File: config.mk
export PLATFORM = sky130hd
export DESIGN_NAME = handshake_tx
export DESIGN_NICKNAME = d
export VERILOG_FILES = /design/src/rtl/handshake_tx_pkg.sv /design/src/rtl/handshake_tx_fifo.sv /design/src/rtl/handshake_tx.sv
export SDC_FILE = /design/constraint.sdc
export NUM_CORES = 1
export LEC_CHECK = 0
export CAP_MARGIN = 5
export CORE_ASPECT_RATIO = 0.75
export CORE_MARGIN = 1
export CORE_UTILIZATION = 60
export DETAILED_ROUTE_END_ITERATION = 10
export DONT_BUFFER_PORTS = 1
export PLACE_DENSITY_LB_ADDON = 0.1
export SETUP_SLACK_MARGIN = 0.05
export SLEW_MARGIN = 20
export SYNTH_ARGS = -nofsm -noshare
export SYNTH_HDL_FRONTEND = slang
export SYNTH_SLANG_ARGS = --single-unit
File: constraint.sdc
create_clock -name CLK -period 2.9 [get_ports CLK]
set_input_delay 0.29 -clock CLK [delete_from_list [all_inputs] [get_ports CLK]]
set_output_delay 0.29 -clock CLK [all_outputs]
set_load 0.02 [all_outputs]
File: src/rtl/handshake_tx_pkg.sv
// Shared types for the handshake_tx block: FSM state encoding, FIFO entry layout
// and the per-entry check-bit helper.
package handshake_tx_pkg;

    typedef enum logic [1:0] {
        IDLE   = 2'd0,
        ACTIVE = 2'd1,
        DRAIN  = 2'd2
    } state_e;

    typedef struct packed {
        logic [7:0] data;
        logic       out;
    } entry_t;

    // Check bit stored with every entry; evaluated on the low nibble at push time.
    function automatic logic check_bit(input logic [3:0] nib);
        return (|nib) & (&nib);
    endfunction

endpackage

File: src/rtl/handshake_tx_fifo.sv
// Storage for handshake_tx: DEPTH-entry circular buffer with occupancy count.
// Push is refused when full and pop when empty, so callers may offer either freely.
module handshake_tx_fifo
    import handshake_tx_pkg::*;
#(
    parameter int DEPTH = 4
) (
    input  logic                     CLK,
    input  logic                     RESET,
    input  logic                     push,
    input  logic                     pop,
    input  entry_t                   wr_entry,
    output entry_t                   rd_entry,
    output logic [$clog2(DEPTH):0]   count,
    output logic                     full,
    output logic                     empty
);

    localparam int AW = $clog2(DEPTH);
    localparam int CW = AW + 1;

    entry_t          mem_r [DEPTH];
    logic [AW-1:0]   wr_ptr_r;
    logic [AW-1:0]   rd_ptr_r;
    logic [CW-1:0]   count_r;
    logic            push_s;
    logic            pop_s;

    assign full     = (count_r == CW'(DEPTH));
    assign empty    = (count_r == {CW{1'b0}});
    assign push_s   = push && !full;
    assign pop_s    = pop && !empty;
    assign count    = count_r;
    assign rd_entry = mem_r[rd_ptr_r];

    // Storage, pointers (power-of-2 depth wraps naturally) and occupancy.
    always_ff @(posedge CLK) begin
        if (RESET) begin
            wr_ptr_r <= {AW{1'b0}};
            rd_ptr_r <= {AW{1'b0}};
            count_r  <= {CW{1'b0}};
            for (int i = 0; i < DEPTH; i++) begin
                mem_r[i] <= '{data: 8'h00, out: 1'b0};
            end
        end else begin
            if (push_s) begin
                mem_r[wr_ptr_r] <= wr_entry;
                wr_ptr_r        <= wr_ptr_r + AW'(1);
            end
            if (pop_s) begin
                rd_ptr_r <= rd_ptr_r + AW'(1);
            end
            case ({push_s, pop_s})
                2'b10:   count_r <= count_r + CW'(1);
                2'b01:   count_r <= count_r - CW'(1);
                default: count_r <= count_r;
            endcase
        end
    end

endmodule

File: src/rtl/handshake_tx.sv
// Load-to-handshake transmitter: buffers {in2,in1} beats and presents them with a
// valid/ready handshake; flush drains the queue. Define HANDSHAKE_TX_ASSERT_EN for assertions.
module handshake_tx
    import handshake_tx_pkg::*;
#(
    parameter int DEPTH = 4
) (
    input  logic                     CLK,
    input  logic                     RESET,
    input  logic [3:0]               in1,
    input  logic [3:0]               in2,
    input  logic                     load_valid,
    output logic                     load_ready,
    input  logic                     flush,
    output logic                     handshake_valid,
    input  logic                     handshake_ready,
    output logic [7:0]               data,
    output logic                     out,
    output logic [$clog2(DEPTH):0]   count,
    output logic                     busy
);

    localparam int CW = $clog2(DEPTH) + 1;

    state_e          state_r;
    state_e          next_state_s;
    logic            valid_r;
    logic            load_ready_s;
    logic            busy_s;
    logic            push_s;
    logic            pop_s;
    logic            full_s;
    logic            empty_s;
    logic [CW-1:0]   count_s;
    logic [CW-1:0]   count_next_s;
    entry_t          wr_entry_s;
    entry_t          head_s;

    assign push_s     = load_valid && load_ready_s;
    assign pop_s      = valid_r && handshake_ready;
    assign wr_entry_s = '{data: {in2, in1}, out: check_bit(in1)};

    handshake_tx_fifo #(.DEPTH(DEPTH)) u_fifo (
        .CLK      (CLK),
        .RESET    (RESET),
        .push     (push_s),
        .pop      (pop_s),
        .wr_entry (wr_entry_s),
        .rd_entry (head_s),
        .count    (count_s),
        .full     (full_s),
        .empty    (empty_s)
    );

    // Occupancy after this cycle's transfers; drives the FSM and the valid flop.
    always_comb begin
        case ({push_s, pop_s})
            2'b10:   count_next_s = count_s + CW'(1);
            2'b01:   count_next_s = count_s - CW'(1);
            default: count_next_s = count_s;
        endcase
    end

    // State register and registered valid.
    always_ff @(posedge CLK) begin
        if (RESET) begin
            state_r <= IDLE;
            valid_r <= 1'b0;
        end else begin
            state_r <= next_state_s;
            valid_r <= (count_next_s != {CW{1'b0}});
        end
    end

    // Next-state logic; a flush coinciding with a push still takes the push.
    always_comb begin
        next_state_s = state_r;
        case (state_r)
            IDLE: begin
                if (push_s) next_state_s = ACTIVE;
                else        next_state_s = IDLE;
            end
            ACTIVE: begin
                if (flush)                                 next_state_s = DRAIN;
                else if (count_next_s == {CW{1'b0}})       next_state_s = IDLE;
                else                                       next_state_s = ACTIVE;
            end
            DRAIN: begin
                if (count_next_s == {CW{1'b0}}) next_state_s = IDLE;
                else                            next_state_s = DRAIN;
            end
            default: next_state_s = IDLE;
        endcase
    end

    // Outputs depend only on flops, never on handshake_ready.
    always_comb begin
        load_ready_s = !full_s && (state_r != DRAIN);
        busy_s       = (state_r != IDLE);
    end

    assign load_ready      = load_ready_s;
    assign busy            = busy_s;
    assign handshake_valid = valid_r;
    assign data            = head_s.data;
    assign out             = head_s.out;
    assign count           = count_s;

`ifdef HANDSHAKE_TX_ASSERT_EN
    a_valid_hold: assert property (@(posedge CLK) disable iff (RESET)
        handshake_valid && !handshake_ready |=> handshake_valid);
    a_stall_stable: assert property (@(posedge CLK) disable iff (RESET)
        handshake_valid && !handshake_ready |=> $stable(data) && $stable(out));
    a_no_push_full: assert property (@(posedge CLK) disable iff (RESET)
        full_s |-> !(load_valid && load_ready));
    a_count_max: assert property (@(posedge CLK) disable iff (RESET)
        count <= CW'(DEPTH));
    a_check_bit: assert property (@(posedge CLK) disable iff (RESET)
        handshake_valid |-> (out == ((|data[3:0]) & (&data[3:0]))));
`else
    // Default build carries no assertion logic.
`endif

endmodule

==> impl_metrics.tcl <==
set metrics [dict create \
    grt_start_max_net_pins 22 \
    synth_edf_count 36 \
    critical_path_required_ns 3.14 \
    finalWorstPathRequiredPeriod_ns 2.47 \
    syn-cell-area_mm2 0.00228 \
    postSynthCellCount 166 \
    timing.final.setup_violations 0 \
    crit_path_start_kind "flip-flop" \
    setup_ws_ns 0.428 \
    timing_worst_setup_path_type "reg2reg" \
    vias 1273 \
    synth.top_cells.by_area "sky130_fd_sc_hd__edfxtp_1 (47%), sky130_fd_sc_hd__dfxtp_1 (11%), sky130_fd_sc_hd__and2_1 (9.0%), sky130_fd_sc_hd__mux4_2 (8.9%), sky130_fd_sc_hd__ha_1 (2.2%)" \
    clock_skew_ns 0.00439 \
    instances_no_fill 222 \
    die_span_x_um 73.2 \
    setup.worst_path.end_class "flip-flop" \
    tritoncts_clock_tree "built" \
    place_inst 214 \
    number_of_gates_resized_after_cts 0 \
    floorplan.die_area_mm2 0.00406 \
    ir_worst_vdd_mv 0.473 \
    max-clock-path-buffers 2 \
    cts.clk_slew.worst_paths_ns 0.09 \
    async_s_r_ff_share_synth_pct 0 \
    core_area_mm2 0.00364 \
    numPortBuffers 0 \
    critical-path-slowest-cell "sky130_fd_sc_hd__dfxtp_1" \
    synthSimpleGateAreaFrac_pct 20.7 \
    r2r.worst_path.cells 8 \
    viasPerCell 5.73 \
    worst_skew_pair.late_latency_ns 0.30 \
    grt_pass1_wl_um 6400 \
    critPathArrivalTime_ns 2.71 \
    ys.warnings.count 0 \
    number_of_antenna_repair_diodes 0 \
    cts-htree-levels 2 \
    ant_nets 0 \
    synthDominantAreaCellType "sky130_fd_sc_hd__edfxtp_1" \
    synthDistinctLibCells 46 \
    post_synth.cell_area_avg_um2 13.7 \
    synth_top_family_by_area "simple AND/OR/NAND/NOR gates" \
    yosysTopAreaCellShare_pct 47.4 \
    synth_nets 183 \
    antenna_found_initial 0 \
    grt_pass1_vias 1283 \
    drv_slew 0 \
    detailedPlace.worstSlack_ns 0.473 \
    global_route.overflow_total 0 \
    postSynth.topFlopCell "sky130_fd_sc_hd__edfxtp_1" \
    drt-total-wl_um 3950 \
    synth.area.mux_share_pct 9.32 \
    gpl_wtd_cong 0.889 \
    final_net_count 186 \
    die_height_um 55.4 \
    timing.max_slew.rel_slack_pct 59.3 \
    cts_inserted_buffers 5 \
    cts_setup_buffers 0 \
    final_core_util_pct 67.0 \
    tritoncts_num_sinks 48 \
    max_clock_freq_ghz 0.404 \
    timing.final.crit_share_pct 85.3 \
    synth.ff_latch_count 48 \
    flow.area_growth_from_synthesis_pct 6.80 \
    fin_hold_viols 0 \
    post_drt_wl_per_cell_um 17.8 \
    path_max_fanout 7 \
    cell_repeated_most_along_the_worst_path "sky130_fd_sc_hd__ha_1" \
    filler_cell_count 279 \
    critical_path.cell_chain "inv_1 > ha_1 > nand2_2 > and3_1 > inv_4 > ha_1 > or3_1 > a21oi_1" \
    firstDrtPassIters 4 \
    worst_hold_slack_ns 0.0479 \
    drc 0 \
    layout.cells.most_common_list "sky130_fd_sc_hd__edfxtp_1 (36), sky130_fd_sc_hd__and2_1 (33), sky130_fd_sc_hd__dfxtp_1 (12)" \
    globalRouteTotalUtil_pct 22.2 \
    cts_hold_buf 0 \
    hold_path.class "in2reg" \
    static-leakage-power_nw 0.869 \
    max-cap-violations 0 \
    status "finished clean" \
    worst-slew-pin-transition_ns 0.610 \
    detailedPlacementHpwl_um 2710 \
    mostFrequentLayoutCell "sky130_fd_sc_hd__edfxtp_1" \
    unrepaired_setup_endpoints_after_global_routing "no" \
    post_synth_fa_ha_maj_area_fraction_pct 2.19 \
    layout-drive-gt1-share_pct 18.8 \
    ioPinCount 28 \
    synth_compound_area_share_pct 4.17 \
    worst_path_largest_cell_delay_ns 0.57 \
    initial_utilization_pct 62.7 \
    synth_xor_area_share_pct 3.07 \
    placementRows 19 \
    root_buffer "sky130_fd_sc_hd__clkbuf_8" \
    power_density_mw_per_mm2 676 \
    ys_seq_area_share_pct 57.9 \
    drt_iter0_markers 57 \
    fin_tns_setup_ns 0 \
    worstHoldPathCells 1 \
]
-- sequential cells by signal, summed over array words and instances (netlist names), named ones only --
name,cells
u_fifo.mem_r,36
state_r,2
u_fifo.wr_ptr_r,2
u_fifo.rd_ptr_r,2
u_fifo.count,3
handshake_valid,1
-- cells by family after synthesis --
group                      Yosys count
and+or+nand+nor                     71
DFF                                 48
AOI/OAI and AO/OA                   13
buffers and inverters               12
muxes                               10
xor gates and xnor gates             8
adders and majority gates            4
-- layer usage --
metal | part of all wire, % | wire length [um] | global-route usage (%)
met3 | 5.4 | 215 | 5.66
met5 | 0 | 0 | 0
met4 | 1.1 | 43 | 6.72
met2 | 47 | 1860 | 32.8
met1 | 46 | 1830 | 32.5
-- stage by stage --
step | area, um^2 | power [mW]
after floorplan | 2280 | 1.13
after global placement | 2330 | 1.18
after detailed placement | 2330 | 1.19
after CTS | 2440 | 1.65
after global routing | 2440 | 1.71
final | 2440 | 1.65
-- power by group --
part	internal (mW)	switching, mW	leakage (nW)
logic	0.124	0.168	0.341
registers	0.805	0.0740	0.472
clock network	0.256	0.222	0.0552
total	1.19	0.463	0.869
-- worst max-delay path, delay by kind of cell (launching register included) --
kind | cells | cell delay, ns
adders and majority gates | 2 | 0.63
DFF | 1 | 0.57
and+or+nand+nor | 3 | 0.88
AOI/OAI and AO/OA | 1 | 0.13
buffers and inverters | 2 | 0.20
-- final timing paths --
kind,startpoint,to,slack [ns]
max,u_fifo.count[0],u_fifo.count[2],0.43
min,RESET,handshake_valid,0.05
max reg2reg,u_fifo.count[0],u_fifo.count[2],0.43
min reg2reg,u_fifo.rd_ptr_r[1],u_fifo.rd_ptr_r[1],0.54
-- synth_stat cells, types with 3 or more instances --
| library cell | instances |
|---|---|
| sky130_fd_sc_hd__a21oi_1 | 5 |
| sky130_fd_sc_hd__xor2_1 | 4 |
| sky130_fd_sc_hd__nor2_1 | 10 |
| sky130_fd_sc_hd__inv_1 | 3 |
| sky130_fd_sc_hd__edfxtp_1 | 36 |
| sky130_fd_sc_hd__nand2_1 | 3 |
| sky130_fd_sc_hd__ha_1 | 4 |
| sky130_fd_sc_hd__xnor2_1 | 4 |
| sky130_fd_sc_hd__mux4_2 | 9 |
| sky130_fd_sc_hd__and2_1 | 33 |
| sky130_fd_sc_hd__or2_1 | 3 |
| sky130_fd_sc_hd__dfxtp_1 | 12 |
-- cell type report --
class | count | area [um^2] | area share, %
Clock buffer | 6 | 72.6 | 2.98
Clock inverter | 2 | 35.0 | 1.44
Inverter | 5 | 21.3 | 0.873
Multi-Input combinational cell | 106 | 900 | 36.9
Sequential cell | 48 | 1320 | 54.2
Tap cell | 52 | 65.1 | 2.67
Timing Repair Buffer | 3 | 22.5 | 0.924
Power figures use the tool's default switching activity.
